==> config.mk <==
export PLATFORM = sky130hd
export DESIGN_NAME = npu_add_tree_acc
export DESIGN_NICKNAME = d
export VERILOG_FILES = /design/src/rtl/npu_add_tree_acc.sv
export SDC_FILE = /design/constraint.sdc
export NUM_CORES = 1
export LEC_CHECK = 0
export BUFFER_PORTS_ARGS = -buffer_cell sky130_fd_sc_hd__buf_4
export CORE_MARGIN = 1
export CORE_UTILIZATION = 54
export DETAILED_ROUTE_END_ITERATION = 7
export PLACE_DENSITY = 0.79
export SLEW_MARGIN = 0
export SYNTH_ARGS = -nofsm -noshare
export SYNTH_HDL_FRONTEND = slang
export SYNTH_SLANG_ARGS = --single-unit
==> constraint.sdc <==
create_clock -name clk -period 3.5 [get_ports clk]
set_input_delay 0.35 -clock clk [delete_from_list [all_inputs] [get_ports clk]]
set_output_delay 0.35 -clock clk [all_outputs]
set_load 0.1 [all_outputs]
==> src/rtl/npu_add_tree_acc.sv <==
// -----------------------------------------------------------------------------
// npu_add_tree_acc
//   Streaming saturating accumulator behind the 8-lane int8 add tree. Each
//   group of cfg_len 19-bit signed partial sums is folded into one ACC_W-bit
//   signed sum, which is held on the output until downstream accepts it.
//
// Ports
//   clk        rising-edge clock
//   rst_n      asynchronous active-low reset
//   cfg_len    partial sums per group (0 behaves as 1), sampled on first beat
//   in_valid   partial sum present on in_data
//   in_ready   accumulator accepts in_data this cycle
//   in_data    19-bit signed add-tree result
//   out_valid  completed group sum present
//   out_ready  downstream accepts out_data
//   out_data   ACC_W-bit signed saturated group sum (registered)
//   out_sat    a saturation event occurred in this group (with out_valid)
// -----------------------------------------------------------------------------
module npu_add_tree_acc #(
  parameter int ACC_W = 32,
  parameter int LEN_W = 8
) (
  input  logic             clk,
  input  logic             rst_n,
  input  logic [LEN_W-1:0] cfg_len,
  input  logic             in_valid,
  output logic             in_ready,
  input  logic [18:0]      in_data,
  output logic             out_valid,
  input  logic             out_ready,
  output logic [ACC_W-1:0] out_data,
  output logic             out_sat
);

  typedef enum logic [1:0] {
    IDLE,
    ACC,
    HOLD
  } state_t;

  state_t           state_q, state_d;
  logic [ACC_W-1:0] acc_q;
  logic [LEN_W-1:0] cnt_q;
  logic [LEN_W-1:0] len_q;
  logic             sat_q;

  logic             in_fire;
  logic             out_fire;
  logic             start;
  logic [LEN_W-1:0] len_new;
  logic [ACC_W:0]   sum;
  logic             sum_ovf;
  logic [ACC_W-1:0] sum_sat;
  logic [ACC_W-1:0] in_sext;

  assign in_fire  = in_valid & in_ready;
  assign out_fire = out_valid & out_ready;

  // A new group begins on any accepted beat outside ACC: from IDLE, or in HOLD
  // where acceptance already implies the held result is leaving this cycle.
  assign start   = in_fire & (state_q != ACC);
  assign len_new = (cfg_len == '0) ? LEN_W'(1) : cfg_len;
  assign in_sext = {{(ACC_W-19){in_data[18]}}, in_data};

  // One guard bit: overflow shows up as the guard disagreeing with the MSB,
  // and the guard alone gives the direction of the clamp.
  assign sum     = {acc_q[ACC_W-1], acc_q} + {{(ACC_W-18){in_data[18]}}, in_data};
  assign sum_ovf = sum[ACC_W] ^ sum[ACC_W-1];
  assign sum_sat = !sum_ovf    ? sum[ACC_W-1:0] :
                   sum[ACC_W]  ? {1'b1, {(ACC_W-1){1'b0}}} :
                                 {1'b0, {(ACC_W-1){1'b1}}};

  // NOTE: sequential state uses non-blocking assignments so every register
  // samples pre-edge values, independent of block ordering.
  always_ff @(posedge clk or negedge rst_n) begin
    if (!rst_n) state_q <= IDLE;
    else        state_q <= state_d;
  end

  // NOTE: state_d gets a default before the case so no path leaves it
  // unassigned, which would otherwise infer a latch.
  always_comb begin
    state_d = state_q;
    unique case (state_q)
      IDLE: if (in_fire) state_d = (len_new == LEN_W'(1)) ? HOLD : ACC;
      ACC:  if (in_fire && (LEN_W'(cnt_q + 1'b1) == len_q)) state_d = HOLD;
      HOLD: if (out_fire) begin
              if (in_fire) state_d = (len_new == LEN_W'(1)) ? HOLD : ACC;
              else         state_d = IDLE;
            end
      default: state_d = IDLE;
    endcase
  end

  always_comb begin
    out_valid = (state_q == HOLD);
    in_ready  = (state_q == HOLD) ? out_ready : 1'b1;
    out_data  = acc_q;
    out_sat   = sat_q;
  end

  always_ff @(posedge clk or negedge rst_n) begin
    if (!rst_n) begin
      acc_q <= '0;
      cnt_q <= '0;
      len_q <= '0;
      sat_q <= 1'b0;
    end else if (start) begin
      acc_q <= in_sext;
      cnt_q <= LEN_W'(1);
      len_q <= len_new;
      sat_q <= 1'b0;
    end else if (in_fire) begin
      acc_q <= sum_sat;
      cnt_q <= LEN_W'(cnt_q + 1'b1);
      if (sum_ovf) sat_q <= 1'b1;
    end
  end

endmodule
* Word level (Yosys, flattened, before mapping)
Index checks and enable logic that the tools add are counted.
** Word-level totals
- Bits in registers :: 51
- Input bits :: 31
- Output and inout bits :: 35
** Operators by class
- $add $sub $neg :: 2
- Equal/unequal tests :: 8
- Muxes and demuxes :: 17
- Bitwise gates (word level) :: 4
- Reductions and logical operators :: 7
** Operators with widths (number)
- $mux W32 :: 4
- $add A32 B19 Y33 :: 1
- $mux W8 :: 3
- $mux W2 :: 5
- $add A8 B1 Y8 const B :: 1
- $eq A8 B1 Y1 const B :: 1
- $eq A8 B8 Y1 :: 1
- $logic_not A8 Y1 :: 1
- $pmux W2 S3 :: 1
- $mux W1 :: 4
- $ne A2 B1 Y1 const B :: 2
- $ne A2 B2 Y1 const B :: 2
- $reduce_bool A2 Y1 :: 2
- $and A1 B1 Y1 :: 3
- $reduce_and A3 Y1 :: 1
- $eq A2 B1 Y1 const B :: 1
- $eq A2 B2 Y1 const B :: 1
- $logic_not A2 Y1 :: 1
- $reduce_and A2 Y1 :: 1
- $logic_and A1 B1 Y1 :: 1
- $xor A1 B1 Y1 :: 1

* Logic depth before layout (Yosys ltp)
- Word-level depth :: 7
- Mapped depth :: 13
- Gate-level depth less buffers :: 12

* Worst setup path before layout
OpenSTA, ideal clock, no wires.
- Kind :: register to register
- Start point :: register acc_q[2], in the netlist out_data[2]
- End point :: register acc_q[30], in the netlist out_data[30]
- Library setup time :: 0.126 ns
- Data arrival time :: 3.540 ns
- Slack :: -0.166 ns
- Stages on the path, launching flop included :: 12
- Buffers on the path :: 1
- Cell sequence :: dfrtp_1 -> ha_1 -> o211ai_1 -> o211ai_1 -> a211oi_1 -> o41a_1 -> o31ai_4 -> and3_2 -> mux2i_4 -> and2_1 -> buf_2 -> a221o_1
** Between the ends
- Word-level cells in the longest chain between the ends :: 5
- Elaborated cells between the ends (all ways) :: 6
- Classes of those cells :: 1 x add/sub; 4 x mux; 1 x bitwise
** Ends and longest elaborated chain
- start: declaration :: RTL line 42 : logic [ACC_W-1:0] acc_q;
- start signal: assignment :: RTL line 109 : acc_q <= in_sext;
- start signal: assignment :: RTL line 114 : acc_q <= sum_sat;
- $add A32 B19 Y33 (*) :: RTL line 67 : assign sum = {acc_q[ACC_W-1], acc_q} + {{(ACC_W-18){in_data[18]}}, in_data};
- $mux W32 / $xor A1 B1 Y1 (equally long branches) :: RTL line 70, 68
- $mux W32 (*) :: RTL line 69 : assign sum_sat = !sum_ovf ? sum[ACC_W-1:0] :
- $mux W32 (*) :: RTL line 113 : end else if (in_fire) begin
- $mux W32 (*) :: RTL line 108 : end else if (start) begin
Every way passes the cells marked *; elsewhere a longest branch is shown, timed or not. The select of a mux whose other input is x is not followed.
A chain may end at the register's enable or synchronous reset.

* Worst setup path in the final report
- Start point :: register acc_q[4], in the netlist out_data[4]
- End point :: register acc_q[24], in the netlist out_data[24]
The elaborated chain is that of the path after synthesis.

==> impl_results.md <==
* Via Count at 3,957
* Die Y at 89.7 µm
* Final Instance Area at 4900 µm²
* Top_reg_cell synth: dfrtp_1
* Multiplexer area fraction after synthesis at 0.0130
* Post-Synth XOR/XNOR Area at 0.0865
* Clk pin slew, worst setup/hold paths at between 0.1 and 0.15 ns
* Hold Path Class: in2async
* Clock skew at 0.00877 ns
* Sink Count at 51
* Final hold vios at 0
* Ant. Diodes at 0
* Wire length of the first global-routing pass at 17.5 mm
* Post-Route WL at 10.5 mm
* Critical R2R Launch: out_data[4]
* Flop and latch count out of synthesis at 51
* Layout cells sized above 1 at 0.194
* Worst Path Required at 3.69 ns
* Capture point of the worst reg-to-reg path: out_data[24]
* Tcrit/Tclk final at 0.957
* Antenna-violating nets left at 0
* Multi-input logic area at around 2800 µm²
* Post-synthesis simple-gate area fraction at 0.194
* Setup crit end kind: flip-flop
* Minimum clock period at 3.35 ns
* RSZ-0062 raised after global routing: false
* Startpoint Class: flip-flop
* H-tree levels at 2
* Worst slew margin at 0.464
* Hpwl dp at between 7 and 8 mm
* Total CTS buffers at 5
* Cell mode on critical path: o211ai_1
* Synth cell types at 56
* Input/output buffers at 65
* Seq/Total Area, Yosys at 0.307
* Global placement routability congestion at between 0.8 and 0.9
* Number of synthesized flops with an enable pin at 0
* Share of the synthesized area in the top cell type at 0.307
* Status: finished clean
* Least-Margin Pin Slew at 0.804 ns
* Die area at 8050 µm²
* CP Class: reg2reg
* Synthesis warning total at 0
* CP cell instances: ha_1 -> o211ai_1 -> o211ai_1 -> a211oi_1 -> o41a_1 -> o31ai_4 -> a21oi_2 -> a22o_1 -> a22o_2 -> a221o_1
* Fmax at 298 MHz
* Clock Tree Buf Depth at 2
* Syn_nets at 566
* Cts hold-fix bufs at 0
* Final Max Slew Viols at 0
* Max-cap viol count at 0
* Syn Inst Count at 501
* Vias in the first global route at 3,769
* Global route total overflow at 0
* Asr flop ratio synth at 1.00
* Mean post-synth cell area at 8.29 µm²
* Sequential Area at 1290 µm²
* DR vias/cell at 5.95
* CP max stage delay at 0.54 ns
* Crit path DAT at 3.54 ns
* Reg2Reg Setup Slack at 0.15 ns
* Starting DRC count in detailed routing at ~200
* CTS root buffer: clkbuf_8
* CTS tree: built
* Drt drc at 0
* Global Route Usage Sum at 0.282
* Worst Path Buf+Inv at 0
* Layout filler cell count at 623
* DP Area at roughly 4800 µm²
* Placeable Area at 7330 µm²
* Row count at 31
* Slowest cell on the critical path: o41a_1
* Area contributors post-synth: dfrtp_1 31%, ha_1 9.9%, nand2_1 7.1%, a21oi_1 6.4%, o21ai_0 6.3%
* Sum Neg Setup Slack at 0 ns
* Adder-cell share of the synthesized area at 0.107
* Compound-cell area share of the yosys netlist at 0.263
* Layout area overhead at 17.9%
* Drt wl/cell at 15.8 µm
* Boundary pin count at 66
* Largest area contributor in the netlist: dfrtp_1
* Clock Latency Late Sink at 0.31 ns
* CP Max Fanout at 12
* Fin nets at 630
* Largest family of logic cells by synthesized area: compound AO/OA/AOI/OAI gates
* Mapped Area at 4150 µm²
* Initial Util at 0.566
* Antenna violations before repair at 0
* Setup Viol. Count Final at 0
* Cell family with most CP delay: compound AO/OA/AOI/OAI gates
* Pin count of the biggest net entering global routing at 52
* Drt pass-1 iters at 4
* Worst R2R Path Depth at 10
* Die X at 89.7 µm
* WHS at 0.0654 ns
## worst max path at each step
| stage | endpoint | startpoint | depth (start not counted) |
|---|---|---|---|
| 2_1_floorplan | out_data[26] | out_data[22] | 12 |
| 3_3_place_gp | out_data[26] | in_data[4] | 11 |
| 3_5_place_dp | out_data[21] | in_data[4] | 11 |
| 4_1_cts | out_data[21] | out_data[4] | 10 |
| 5_1_grt | out_data[6] | out_data[4] | 11 |
| 6_report | out_data[24] | out_data[4] | 10 |
## cell usage in the layout (no fill, tap or decap), types with 2 or more instances in the layout
master	instances
or3_1	15
a221o_1	12
nor3_1	4
a21o_1	14
nand3_1	13
a311oi_1	4
nor2_1	19
a221oi_1	2
nand2_1	78
clkinv_4	2
nand4_1	3
nor4_1	3
o211ai_1	4
clkbuf_8	5
dfrtp_1	37
o21a_1	2
o41a_1	2
ha_1	33
a211oi_1	6
mux2i_1	2
and3_1	8
a21oi_1	53
nor2b_1	6
inv_1	11
buf_4	75
nand2b_1	8
o21ai_0	52
a21boi_0	2
xnor2_1	25
and2_1	6
xor2_1	16
a22o_1	2
dfrtp_2	14
nand3b_1	2
## kinds of logic after synthesis
family / Yosys count
xor gates and xnor gates: 41
and+or+nand+nor: 170
adders and majority gates: 35
muxes: 4
AOI/OAI and AO/OA: 170
DFF: 51
buffers and inverters: 30
## synthesized netlist by cell type, types with 2 or more instances
| cell type | number |
|---|---|
| nor2b_1 | 6 |
| a21o_1 | 14 |
| clkbuf_1 | 15 |
| nand2b_1 | 8 |
| and2_1 | 7 |
| mux2i_1 | 2 |
| nand3_1 | 13 |
| nor3_1 | 4 |
| a211oi_1 | 6 |
| o21a_1 | 2 |
| a22o_1 | 3 |
| o41a_1 | 2 |
| nand2_1 | 78 |
| o211ai_1 | 4 |
| xor2_1 | 16 |
| a311oi_1 | 4 |
| a21boi_0 | 2 |
| xnor2_1 | 25 |
| o21ai_0 | 52 |
| dfrtp_1 | 51 |
| nand4_1 | 3 |
| nor4_1 | 3 |
| and3_1 | 8 |
| nand3b_1 | 2 |
| a21oi_1 | 53 |
| buf_2 | 2 |
| or3_1 | 15 |
| a221oi_1 | 2 |
| inv_1 | 11 |
| ha_1 | 33 |
| a221o_1 | 12 |
| nor2_1 | 19 |
## metal layers
layer  track usage  routed length [µm]
met1         0.382                4840
met2         0.481                5130
met3        0.0366                 422
met4        0.0606                 116
met5             0                   0
## repair_timing
item	CTS	global route
endpoints found under the setup margin	0	12
gates resized for setup	0	2
buffers inserted	0	0
## final cells by class
| class | instances | area share |
|---|---|---|
| clock inverter | 3 | 0.00588 |
| multi-input combinational | 420 | 0.563 |
| sequential | 51 | 0.264 |
| inverter | 11 | 0.00843 |
| tap | 99 | 0.0253 |
| timing repair buffer | 76 | 0.119 |
| clock buffer | 5 | 0.0141 |
## sequential cells by signal, indices dropped and copies added, names as in the netlist
register and count:
out_data 32, state_q 2, out_sat 1, cnt_q 8, len_q 8
## through the flow
step	setup slack, ns	cells	util
final	0.150	665	0.668
after CTS	0.0834	665	0.668
after global routing	0.0151	665	0.668
after global placement	0.181	657	0.654
after detailed placement	0.0451	657	0.654
after floorplan	0.0132	501	-
Power is not shown: default switching activity piles up to over one toggle a cycle in this logic, so the estimate is an artifact.
